**src/rtl/piso_serializer.sv**
```systemverilog
// piso_serializer: parametrised parallel-in/serial-out shift register.
// Accepts a WIDTH-bit word over a valid/ready handshake and presents it one
// bit at a time, either MSB first or LSB first. The bit order is chosen per
// frame. A downstream shift enable consumes each bit, and first/last flags
// mark the frame boundaries.
// Optional build macro PISO_PARITY_EN: appends an even-parity bit after the
// last data bit, which makes the frame WIDTH+1 bits long.
module piso_serializer #(
    parameter int WIDTH = 8
) (
    input  logic             i_clk,
    input  logic             i_rst_n,
    input  logic [WIDTH-1:0] i_data,
    input  logic             i_load_valid,
    output logic             o_load_ready,
    input  logic             i_lsb_first,
    input  logic             i_shift_en,
    output logic             o_sdata,
    output logic             o_svalid,
    output logic             o_first,
    output logic             o_last,
    output logic             o_busy
);

    localparam int CNT_W = $clog2(WIDTH + 2);
`ifdef PISO_PARITY_EN
    localparam int FRAME_LEN = WIDTH + 1;
`else
    localparam int FRAME_LEN = WIDTH;
`endif
    localparam logic [CNT_W-1:0] FRAME_LEN_C = CNT_W'(FRAME_LEN);
    localparam logic [CNT_W-1:0] CNT_ONE     = CNT_W'(1);

    typedef enum logic {
        IDLE  = 1'b0,
        SHIFT = 1'b1
    } state_e;

    state_e           state_q, state_d;
    logic [WIDTH-1:0] shreg_q, shreg_d;
    logic [CNT_W-1:0] cnt_q, cnt_d;
    logic             lsb_q, lsb_d;
    logic             first_q, first_d;
`ifdef PISO_PARITY_EN
    logic             parity_q, parity_d;
`endif

    logic onLast;
    logic loadReady;
    logic accept;
    logic headBit;
    logic curBit;

    assign onLast    = (state_q == SHIFT) && (cnt_q == CNT_ONE);
    // The last bit being consumed frees the block in the same cycle, so a new
    // word can follow without a gap cycle.
    assign loadReady = (state_q == IDLE) || (onLast && i_shift_en);
    assign accept    = i_load_valid && loadReady;

    assign headBit = lsb_q ? shreg_q[0] : shreg_q[WIDTH-1];
`ifdef PISO_PARITY_EN
    assign curBit  = (cnt_q == CNT_ONE) ? parity_q : headBit;
`else
    assign curBit  = headBit;
`endif

    assign o_load_ready = loadReady;
    assign o_sdata      = (state_q == SHIFT) && curBit;
    assign o_svalid     = (state_q == SHIFT);
    assign o_busy       = (state_q == SHIFT);
    assign o_first      = (state_q == SHIFT) && first_q;
    assign o_last       = onLast;

    // Next-state logic: a load overrides the consume of the final bit, and a
    // consume shifts the word toward the head.
    always_comb begin
        state_d  = state_q;
        shreg_d  = shreg_q;
        cnt_d    = cnt_q;
        lsb_d    = lsb_q;
        first_d  = first_q;
`ifdef PISO_PARITY_EN
        parity_d = parity_q;
`endif
        if (accept) begin
            state_d  = SHIFT;
            shreg_d  = i_data;
            cnt_d    = FRAME_LEN_C;
            lsb_d    = i_lsb_first;
            first_d  = 1'b1;
`ifdef PISO_PARITY_EN
            parity_d = ^i_data;
`endif
        end else if ((state_q == SHIFT) && i_shift_en) begin
            shreg_d = lsb_q ? (shreg_q >> 1) : (shreg_q << 1);
            cnt_d   = cnt_q - CNT_ONE;
            first_d = 1'b0;
            if (cnt_q == CNT_ONE) begin
                state_d = IDLE;
            end
        end
    end

    // State registers with synchronous active-low reset; a reset mid-frame
    // discards whatever bits remain.
    always_ff @(posedge i_clk) begin
        if (!i_rst_n) begin
            state_q  <= IDLE;
            shreg_q  <= '0;
            cnt_q    <= '0;
            lsb_q    <= 1'b0;
            first_q  <= 1'b0;
`ifdef PISO_PARITY_EN
            parity_q <= 1'b0;
`endif
        end else begin
            state_q  <= state_d;
            shreg_q  <= shreg_d;
            cnt_q    <= cnt_d;
            lsb_q    <= lsb_d;
            first_q  <= first_d;
`ifdef PISO_PARITY_EN
            parity_q <= parity_d;
`endif
        end
    end

endmodule

```
**config.mk**
```make
export PLATFORM = sky130hd
export DESIGN_NAME = piso_serializer
export DESIGN_NICKNAME = d
export VERILOG_FILES = /design/src/rtl/piso_serializer.sv
export SDC_FILE = /design/constraint.sdc
export NUM_CORES = 1
export LEC_CHECK = 0
export CAP_MARGIN = 30
export CORE_MARGIN = 2
export CORE_UTILIZATION = 47
export CTS_CLUSTER_DIAMETER = 60
export DETAILED_ROUTE_END_ITERATION = 8
export PLACE_DENSITY = 0.77
export SLEW_MARGIN = 25
export SYNTH_ARGS = -nofsm -noshare
export SYNTH_HDL_FRONTEND = slang
export SYNTH_SLANG_ARGS = --single-unit
```
**constraint.sdc**
```tcl
create_clock -name i_clk -period 2 [get_ports i_clk]
set_input_delay 0.3 -clock i_clk [delete_from_list [all_inputs] [get_ports i_clk]]
set_output_delay 0.3 -clock i_clk [all_outputs]
set_load 0.005 [all_outputs]
```
==> impl_metrics.json, run 1 <==
{
  "grt_antenna_before_repair": 0,
  "status": "finished clean",
  "hold_viol": 0,
  "tightest_slew_ns": 0.378,
  "cts-buffers-inserted": 3,
  "nNetsFinal": 132,
  "syn_area_um2": 872,
  "yosys-top-cells-area": "dfxtp_1, o2111ai_1, o221ai_1",
  "cp_cell_sequence": "ha_4, nand2_1, nor3_2, clkdlybuf4s50_1",
  "cts_setup_buffers": 0,
  "detail-route-antenna-nets": 0,
  "wirelength_um": 1780,
  "rsz0062_at_grt": "no",
  "fin_ws_ns": 0.0830,
  "rows": 15,
  "die_h_um": 47.1,
  "wl_met1_um": 913,
  "grt_max_degree": 23,
  "nFillCells": 154,
  "start_util_pct": 50.5,
  "top_layer": "met4",
  "dr.pass1.iters": 4,
  "drtIter0Drc": 30,
  "clk_path_buf_depth": 2,
  "placed_cells": 137,
  "io_pins": 19,
  "crit_required_ns": 1.70,
  "areaGrowthSynthToFinish_pct": 28.3,
  "cts_tree": "built",
  "hold_buffers": 0,
  "synth-seq-cells": 15,
  "syn_area_per_cell_um2": 8.99,
  "vias": 781,
  "tns_ns": 0,
  "core_area_mm2": 0.00173,
  "diodes": 0,
  "dieArea_mm2": 0.00222,
  "slew_headroom_pct": 74.7,
  "wl_met2_um": 751,
  "synth_top_cell_by_area": "dfxtp_1",
  "finalMaxSlewViolations": 0,
  "hpwlAfterDp_um": 1270,
  "io_buffer_count": 18,
  "place_ws_ns": 0.171,
  "critPathKind": "register to primary output",
  "post-route-min-period_ns": 1.92,
  "synth-seq-area-share_pct": 34.4,
  "start_kind": "register",
  "drive_gt1_share_pct": 16.4,
  "max_stage_delay_ns": 0.52,
  "irDropWorstVdd_mv": 0.435,
  "arrival_ns": 1.62,
  "die_x_um": 47.1,
  "clkTransAtPathRegs_ns": 0.10,
  "htree_levels": 1,
  "layout.cells.non_filler": 141,
  "place_congestion": 0.742,
  "synth.top_cell.area_share_pct": 34.4,
  "cts_sinks": 15,
  "fin_area_mm2": 0.00112,
  "grt_pass1_vias": 695,
  "wl_per_cell_um": 12.6,
  "end_kind": "primary output",
  "vias_per_cell": 5.54,
  "crit_path_max_fanout": 3,
  "fin_util_pct": 64.8,
  "worstSkewPairLatency_ns": 0.30,
  "yosys_warnings": 0,
  "ys_types": 30,
  "cts_resized": 1,
  "timing.fmax_mhz": 522,
  "grt.total_usage_pct": 19.0,
  "remaining_drc_errors": 0,
  "synthCells": 97,
  "worst_path_max_delay_cell": "clkdlybuf4s50_1",
  "grt_pass1_wl_um": 2940,
  "grt_overflow": 0,
  "met3_length_um": 90,
  "root_buffer": "clkbuf_4",
  "clock_skew_ns": 0.0158,
  "fin_crit_sh_pct": 95.9,
  "hold_class": "register to register",
  "setup_viol_count_final": 0,
  "p_leak_nw": 0.375,
  "pwr_density_cell_mw_per_mm2": 599,
  "dpl_cell_area_mm2": 0.00107,
  "syn_nets": 112,
  "drv_cap": 0
}
-- metrics by stage --
step	total power, mW	hold slack [ns]
floorplan	0.440	0.419
global placement	0.489	0.462
detailed placement	0.494	0.473
CTS	0.671	0.487
global route	0.704	0.515
finish	0.670	0.483
-- logic make-up (layout without fill, tap and decap cells) --
kind of cell	after synthesis	after routing	synth area share, %
simple gates	41	41	27.3
compound gates	24	24	24.0
flops	15	15	34.4
buf+inv	11	30	7.17
fa+ha+maj	2	2	2.87
xor+xnor	2	2	2.01
mux	2	2	2.30
-- per-layer routing --
metal | vias up | track usage, %
li1 | 398 | -
met1 | 361 | 25.9
met2 | 18 | 27.7
met3 | 4 | 6.92
met4 | 0 | 6.67
met5 | - | 0
-- cell usage in the layout (no fill, tap or decap), types with 2 or more instances in the layout --
master           count
a21boi_0             2
a21oi_1              2
a311oi_1             3
buf_4                6
clkbuf_4             3
clkdlybuf4s50_1     18
dfxtp_1             15
mux2i_1              2
nand2_1             13
nand2_2              2
nand2b_1             8
nand3_1              2
nand4_1              6
nor2_1               4
nor2b_1              2
o2111ai_1            6
o21ai_0              2
o221ai_1             6
-- path summary, 6_finish.rpt --
check	slack, ns	cells after the start	endpoint	start
worst min-delay path	0.48	2	first_q	first_q
worst min register to register	0.48	2	first_q	first_q
worst max register to register	0.35	5	shreg_q[7]	o_busy
worst max-delay path	0.08	4	o_last	cnt_q[0]
-- synthesized netlist by cell type --
cell,count
a21bo_4,1
a21boi_0,2
a21boi_4,1
a21oi_1,2
a311oi_1,3
and2_1,1
buf_2,2
buf_4,3
buf_6,1
clkbuf_1,3
dfxtp_1,15
ha_1,2
inv_1,2
mux2i_1,2
nand2_1,13
nand2_2,2
nand2b_1,8
nand3_1,2
nand4_1,6
nand4bb_4,1
nor2_1,4
nor2b_1,2
nor3_1,1
nor4_2,1
o2111ai_1,6
o21a_1,1
o21ai_0,2
o221ai_1,6
xnor2_1,1
xor2_1,1
-- registers in the layout, indices dropped and copies added (netlist names) --
name	count
first_q	1
lsb_q	1
o_busy	1
shreg_q	8
cnt_q	4
-- area by class of cell --
type,instances,area (µm²),area share (%)
clock buffer,3,22.5,2.01
timing repair buffer,24,225,20.1
sequential,15,300,26.8
clock inverter,1,5.00,0.447
inverter,2,7.51,0.671
tap,25,31.3,2.80
multi-input combinational,71,527,47.1
-- where the power goes --
part	internal [mW]	switching, mW	total [mW]	leakage (nW)
sequential	0.321	0.0216	0.343	0.123
combinational	0.0806	0.0690	0.150	0.234
clock	0.0745	0.104	0.178	0.0177
total	0.476	0.194	0.670	0.375
-- critical path, delay by kind of cell, from the launching register on --
| family | cells | cell delay [ns] |
|---|---|---|
| adder cells (fa/ha/maj) | 1 | 0.18 |
| AND/OR/NAND/NOR | 2 | 0.18 |
| flip-flops | 1 | 0.44 |
| buffers and inverters | 1 | 0.52 |
No activity file was read; power rests on OpenSTA's default activity.
==> inputs of run 2 (changes only) <==
--- a/config.mk
+++ b/config.mk
@@ -11,6 +11,7 @@
 export CTS_CLUSTER_DIAMETER = 60
 export DETAILED_ROUTE_END_ITERATION = 8
 export PLACE_DENSITY = 0.77
+export SKIP_LAST_GASP = 1
 export SLEW_MARGIN = 25
 export SYNTH_ARGS = -nofsm -noshare
 export SYNTH_HDL_FRONTEND = slang
==> results of run 2 <==
Final layout, timing and power as in run 1 (identical DEF).
